===== config.mk =====
export PLATFORM = sky130hd
export DESIGN_NAME = mem_bus_ctrl
export DESIGN_NICKNAME = d
export VERILOG_FILES = /design/src/rtl/mem_bus_ctrl_pkg.sv /design/src/rtl/mem_bus_ctrl_decode.sv /design/src/rtl/mem_bus_ctrl.sv
export SDC_FILE = /design/constraint.sdc
export NUM_CORES = 1
export LEC_CHECK = 0
export ABC_AREA = 1
export BUFFER_PORTS_ARGS = -buffer_cell sky130_fd_sc_hd__buf_2
export CORE_MARGIN = 8
export CORE_UTILIZATION = 47
export CTS_CLUSTER_DIAMETER = 60
export DETAILED_ROUTE_END_ITERATION = 12
export PLACE_DENSITY = 0.79
export SKIP_LAST_GASP = 1
export SYNTH_ARGS = -nofsm -noshare
export SYNTH_HDL_FRONTEND = slang
export SYNTH_SLANG_ARGS = --single-unit

===== constraint.sdc =====
create_clock -name iClk -period 2.7 [get_ports iClk]
set_input_delay 0.54 -clock iClk [delete_from_list [all_inputs] [get_ports iClk]]
set_output_delay 0.54 -clock iClk [all_outputs]
set_load 0.02 [all_outputs]

===== src/rtl/mem_bus_ctrl_pkg.sv =====
// Shared definitions for the memory bus controller: FSM states, decode
// target codes, default IO port addresses and a RAM range helper.
package mem_bus_ctrl_pkg;

    typedef enum logic [1:0] {
        MBC_IDLE = 2'd0,
        MBC_RAM  = 2'd1,
        MBC_WAIT = 2'd2,
        MBC_DONE = 2'd3
    } mbc_state_t;

    typedef enum logic [1:0] {
        TGT_RAM = 2'd0,
        TGT_IN  = 2'd1,
        TGT_OUT = 2'd2,
        TGT_ERR = 2'd3
    } mbc_target_t;

    localparam logic [31:0] DEF_IO_IN_ADDR  = 32'hFFFF_FFF0;
    localparam logic [31:0] DEF_IO_OUT_ADDR = 32'hFFFF_FFF1;

    // Width of the wait-state counter (wait states 0..15).
    localparam int WAIT_CNT_W = 4;

    // True when the full 32-bit word address falls inside the RAM window.
    // No wrap-around: any set bit above the RAM address width misses.
    function automatic logic in_ram_range(input logic [31:0] addr, input int unsigned aw);
        return (addr >> aw) == 32'd0;
    endfunction

endpackage


===== src/rtl/mem_bus_ctrl_decode.sv =====
// Combinational address decoder: maps a word address and direction to a
// target code plus an illegal-access flag. Shared with the system-level
// address-map checker, so it carries no state.
module mem_addr_decode
    import mem_bus_ctrl_pkg::*;
#(
    parameter int          RAM_AW      = 9,
    parameter logic [31:0] IO_IN_ADDR  = DEF_IO_IN_ADDR,
    parameter logic [31:0] IO_OUT_ADDR = DEF_IO_OUT_ADDR
) (
    input  logic [31:0] iAddr,
    input  logic        iWr,
    output mbc_target_t oTarget,
    output logic        oIllegal
);

    // Priority decode: RAM window, then IN (read only), then OUT.
    always_comb begin
        oTarget  = TGT_ERR;
        oIllegal = 1'b1;
        if (in_ram_range(iAddr, RAM_AW)) begin
            oTarget  = TGT_RAM;
            oIllegal = 1'b0;
        end else if (iAddr == IO_IN_ADDR) begin
            if (!iWr) begin
                oTarget  = TGT_IN;
                oIllegal = 1'b0;
            end
        end else if (iAddr == IO_OUT_ADDR) begin
            oTarget  = TGT_OUT;
            oIllegal = 1'b0;
        end
    end

endmodule


===== src/rtl/mem_bus_ctrl.sv =====
// Memory-side bus stage: takes one word-addressed request at a time,
// routes it to on-chip RAM (with wait states) or the IN/OUT ports, and
// returns read data with a one-cycle ready pulse.
//
// Handshake: iReq is sampled only while oBusy is low (IDLE); a sampled
// request is accepted unconditionally and oBusy rises the next cycle.
// Requests seen while oBusy is high are dropped, never queued. Completion
// is a single-cycle oReady pulse with oErr valid alongside it; the next
// request may be presented in the cycle after oReady.
module mem_bus_ctrl
    import mem_bus_ctrl_pkg::*;
#(
    parameter int          RAM_AW      = 9,
    parameter int          WAIT_STATES = 1,
    parameter logic [31:0] IO_IN_ADDR  = DEF_IO_IN_ADDR,
    parameter logic [31:0] IO_OUT_ADDR = DEF_IO_OUT_ADDR
) (
    input  logic              iClk,
    input  logic              iRst,
    input  logic              iReq,
    input  logic              iWr,
    input  logic [31:0]       iAddr,
    input  logic [31:0]       iWData,
    output logic [31:0]       oRData,
    output logic              oReady,
    output logic              oErr,
    output logic              oBusy,
    output logic [RAM_AW-1:0] oRamAddr,
    output logic [31:0]       oRamWData,
    output logic              oRamWe,
    output logic              oRamRe,
    input  logic [31:0]       iRamRData,
    input  logic [31:0]       iInPort,
    output logic [31:0]       oOutPort,
    output logic [1:0]        oDbgState
);

    localparam logic [WAIT_CNT_W-1:0] WAIT_LOAD = 4'(WAIT_STATES);

    mbc_state_t              state_q, state_d;
    mbc_target_t             tgt;
    logic                    illegal;
    logic [RAM_AW-1:0]       ram_addr_q;
    logic                    wr_q;
    logic [31:0]             wdata_q;
    logic                    err_q;
    logic [WAIT_CNT_W-1:0]   wait_cnt_q;
    logic [31:0]             rdata_q;
    logic [31:0]             out_q;

    // The incoming address is decoded in the same edge it is latched, so an
    // IO or error access completes one cycle after it is sampled.
    mem_addr_decode #(
        .RAM_AW      (RAM_AW),
        .IO_IN_ADDR  (IO_IN_ADDR),
        .IO_OUT_ADDR (IO_OUT_ADDR)
    ) u_decode (
        .iAddr    (iAddr),
        .iWr      (iWr),
        .oTarget  (tgt),
        .oIllegal (illegal)
    );

    // State register.
    always_ff @(posedge iClk) begin
        if (iRst) begin
            state_q <= MBC_IDLE;
        end else begin
            state_q <= state_d;
        end
    end

    // Next-state logic and state-derived strobes.
    always_comb begin
        state_d = state_q;
        oRamWe  = 1'b0;
        oRamRe  = 1'b0;
        oReady  = 1'b0;
        oErr    = 1'b0;
        oBusy   = (state_q != MBC_IDLE);
        case (state_q)
            MBC_IDLE: begin
                if (iReq) begin
                    state_d = (tgt == TGT_RAM) ? MBC_RAM : MBC_DONE;
                end
            end
            MBC_RAM: begin
                oRamWe  = wr_q;
                oRamRe  = ~wr_q;
                state_d = MBC_WAIT;
            end
            MBC_WAIT: begin
                if (wait_cnt_q == '0) begin
                    state_d = MBC_DONE;
                end
            end
            MBC_DONE: begin
                oReady  = 1'b1;
                oErr    = err_q;
                state_d = MBC_IDLE;
            end
            default: state_d = MBC_IDLE;
        endcase
    end

    // Request latch, wait counter, read-data and OUT port registers.
    always_ff @(posedge iClk) begin
        if (iRst) begin
            ram_addr_q <= '0;
            wr_q       <= 1'b0;
            wdata_q    <= '0;
            err_q      <= 1'b0;
            wait_cnt_q <= '0;
            rdata_q    <= '0;
            out_q      <= '0;
        end else begin
            case (state_q)
                MBC_IDLE: begin
                    if (iReq) begin
                        ram_addr_q <= iAddr[RAM_AW-1:0];
                        wr_q       <= iWr;
                        wdata_q    <= iWData;
                        err_q      <= illegal;
                        case (tgt)
                            TGT_IN:  rdata_q <= iInPort;
                            TGT_OUT: begin
                                if (iWr) begin
                                    out_q <= iWData;
                                end else begin
                                    rdata_q <= out_q;
                                end
                            end
                            TGT_ERR: begin
                                if (!iWr) begin
                                    rdata_q <= '0;
                                end
                            end
                            default: ;
                        endcase
                    end
                end
                MBC_RAM: begin
                    wait_cnt_q <= WAIT_LOAD;
                end
                MBC_WAIT: begin
                    if (wait_cnt_q == '0) begin
                        if (!wr_q) begin
                            rdata_q <= iRamRData;
                        end
                    end else begin
                        wait_cnt_q <= wait_cnt_q - 1'b1;
                    end
                end
                MBC_DONE: begin
                    err_q <= 1'b0;
                end
                default: ;
            endcase
        end
    end

    assign oRamAddr  = ram_addr_q;
    assign oRamWData = wdata_q;
    assign oRData    = rdata_q;
    assign oOutPort  = out_q;
    assign oDbgState = state_q;

endmodule


==> impl_metrics.yaml <==
status:
  status: "completed"
sta:
  fin_worst_skew_ps: 7.74
  rsz0062_at_grt: "false"
  finalMaxSlewViolations: 0
  layout_min_cycle_time_ps: 2160
  fin_tns_setup_ps: 0
  max_freq_ghz: 0.464
  timing.final.crit_share_pct: 79.9
  tightest_slew_ps: 546
  hold_violations: 0
  setup_viol: 0
  relSlewSlack_pct: 63.6
  setup_slack_ps: 543
synth:
  syn-num-nets: 882
  yosysWarningCount: 0
  synth_compound_area_share_pct: 19.7
  synth_top_family_by_area: "simple AND/OR/NAND/NOR gates"
  synth-xor-area-share_pct: 0
  synth_area_leaders: "dfxtp_1, nor2_1, o21ai_0"
  yosysTopAreaCell: "dfxtp_1"
  synthMuxAreaShare_pct: 0
  synth.avg_cell_area_um2: 6.94
  netlist_instances: 741
  synth_seq_cells: 113
  syn_area_um2: 5140
  ys_seq_area_share_pct: 44.0
  synth-adder-area-share_pct: 2.19
  synth.distinct_cells: 25
  synth_top_area_share_pct: 44.0
  synth_simple_gate_area_share_pct: 25.6
pwr:
  swShare_pct: 38.6
  pwr-share-comb_pct: 38.2
  p_int_mw: 4.37
  p_sw_mw: 2.75
  clkPwrFrac_pct: 30.8
  vdd_drop_max_mv: 0.531
  p_leak_nw: 3.41
  power_mw: 7.11
  p_per_area_nw_per_um2: 1010
  pwr-share-seq_pct: 31.0
finish:
  fin_nets: 1109
  drive_gt1_share_pct: 30.3
  fin_util_pct: 65.9
  syn_to_final_growth_pct: 37.6
  diodes: 0
  stdcell_count: 1121
floorplan:
  ios: 244
  start_util_pct: 47.9
  die_x_um: 121
  dieArea_um2: 14500
  core_area_um2: 10700
  num_rows: 38
  die_h_um: 121
placement:
  place_ws_ps: 40.4
  place_congestion: 0.822
  portBuffers: 243
  place_inst: 1089
  hpwl_um: 12400
grt:
  grt_first_pass_wirelength_um: 25900
  grt_util_met1_pct: 25.1
  grt_use_total_pct: 22.0
  grt_util_met2_pct: 36.9
  grt_max_degree: 91
  antenna_found_initial: 0
  grt-busiest-layer: "met2"
  grt_pass1_vias: 5244
  grtUsageMet3_pct: 8.11
  grt_overflow: 0
clocking:
  post-cts-setup-buffers: 0
  path_clk_slew_ps: 60
  cts_buffers: 17
  clock_latency_ps: 490
  cts.path.max_buffers: 2
  cts_max_level: 4
  root_buffer: "clkbuf_8"
  post_cts_resized: 0
  cts_tree: "yes"
  cts_hold_buf: 0
  cts_sinks: 113
route:
  wirelength_um: 16500
  via_per_inst: 4.98
  drc: 0
  drt_iter0_markers: 444
  dr_total_vias: 5586
  wl_per_cell_um: 14.7
  first_pass_iters: 4
  drtAntennaViolNets: 0
critical_path:
  worstSetupPathType: "input port to flip-flop"
  startpoint_type: "input port"
  cp_cell_sequence: "buf_2 > nor2_1 > nand3_1 > nor2_1 > nand2_1 > o21ai_0 > inv_1 > ha_1 > o21ai_0 > a21oi_1 > nor3_4 > buf_12 > nand2_1 > nand2_1 > nor2_1"
  crit_required_ps: 3090
  cp_slowest_stage_delay_ps: 250
  crit_path_end_kind: "flip-flop"
  worstPathMaxFanout: 40
  crit_arrival_ps: 2540
  critical_path.slowest_cell: "nor3_4"
worst_hold_path:
  hp-class: "input port to flip-flop"
run:
  cap_violations: 0
routing by layer:
layer / up-vias / part of all wire [%]
met2: 204 / 47
li1: 2882 / -
met3: 19 / 10
met4: 0 / 2.1
met5: - / 0
met1: 2481 / 41
kinds of logic (layout without fill, tap and decap cells):
kind of cell | Yosys count | count (layout)
fa+ha+maj | 9 | 9
buf+inv | 102 | 342
compound gates | 186 | 186
flops | 113 | 113
simple gates | 331 | 331
worst max-delay path: cells and delay by family:
family	cells	cell delay [ps]
simple gates	8	800
compound gates	3	510
buf+inv	3	440
fa+ha+maj	1	230
cell usage in the layout, fill, tap and decap left out:
| cell | n |
|---|---|
| buf_12 | 7 |
| ha_1 | 9 |
| a21oi_1 | 42 |
| clkbuf_16 | 16 |
| clkbuf_8 | 3 |
| nor3_4 | 1 |
| o22ai_1 | 1 |
| o21ai_0 | 102 |
| o21ai_1 | 8 |
| o211ai_1 | 31 |
| nor3_1 | 2 |
| clkinv_4 | 4 |
| dfxtp_1 | 113 |
| nor2_1 | 175 |
| clkinv_2 | 1 |
| and3_1 | 1 |
| or2_2 | 1 |
| inv_6 | 5 |
| nand4_1 | 1 |
| o21ai_2 | 1 |
| bufinv_16 | 2 |
| buf_4 | 5 |
| nand3_1 | 36 |
| buf_2 | 243 |
| a31oi_1 | 1 |
| clkinvlp_4 | 1 |
| inv_2 | 5 |
| nand2_1 | 111 |
| nor3b_1 | 1 |
| inv_1 | 50 |
| nand2_2 | 2 |
sequential cells by signal, indices dropped and copies added, names as in the netlist:
| signal | cells |
|---|---|
| oRamAddr | 9 |
| oOutPort | 32 |
| wr_q | 1 |
| oRData | 32 |
| err_q | 1 |
| wait_cnt_q | 4 |
| oRamWData | 32 |
| oDbgState | 2 |
cells in the mapped netlist, drive strengths merged:
library cell / number
nor3: 3
and3: 1
nand3: 36
inv: 54
o22ai: 1
or2: 1
clkbuf: 36
ha: 9
clkinv: 1
nor3b: 1
buf: 11
a21oi: 42
dfxtp: 113
nand2: 113
a31oi: 1
o21ai: 111
nor2: 175
o211ai: 31
nand4: 1
power groups by stage:
| stage | Sequential, mW | Combinational (mW) | Clock [mW] |
|---|---|---|---|
| finish | 2.21 | 2.72 | 2.19 |
| global placement | 2.23 | 2.67 | 0 |
| detailed placement | 2.24 | 2.72 | 0 |
| CTS | 2.21 | 2.73 | 2.22 |
| floorplan | 2.63 | 1.57 | 0 |
| global route | 2.25 | 3.06 | 2.30 |
path summary, 6_finish.rpt:
kind         slack (ps)           end  cells past startpoint          from
max                 540    oRData[20]                     15      iAddr[2]
min                 290          wr_q                      2          iRst
max reg2reg         670    oRData[20]                     10  oDbgState[0]
min reg2reg         470  oOutPort[13]                      2  oOutPort[13]
stage by stage:
stage,hold slack [ps],instance area [µm²]
floorplan,455,5140
global placement,453,6480
detailed placement,460,6480
CTS,251,7080
global route,264,7080
finish,288,7080
layout make-up:
| class | count | area, µm² |
|---|---|---|
| clock buffers | 19 | 442 |
| well taps | 140 | 175 |
| flip-flops and latches | 113 | 2260 |
| inverters | 55 | 206 |
| clock inverters | 13 | 151 |
| multi-input cells | 526 | 2450 |
| repair buffers | 255 | 1390 |
| fillers | 1055 | 3670 |
Note: power is estimated with default switching activity, not from simulation.
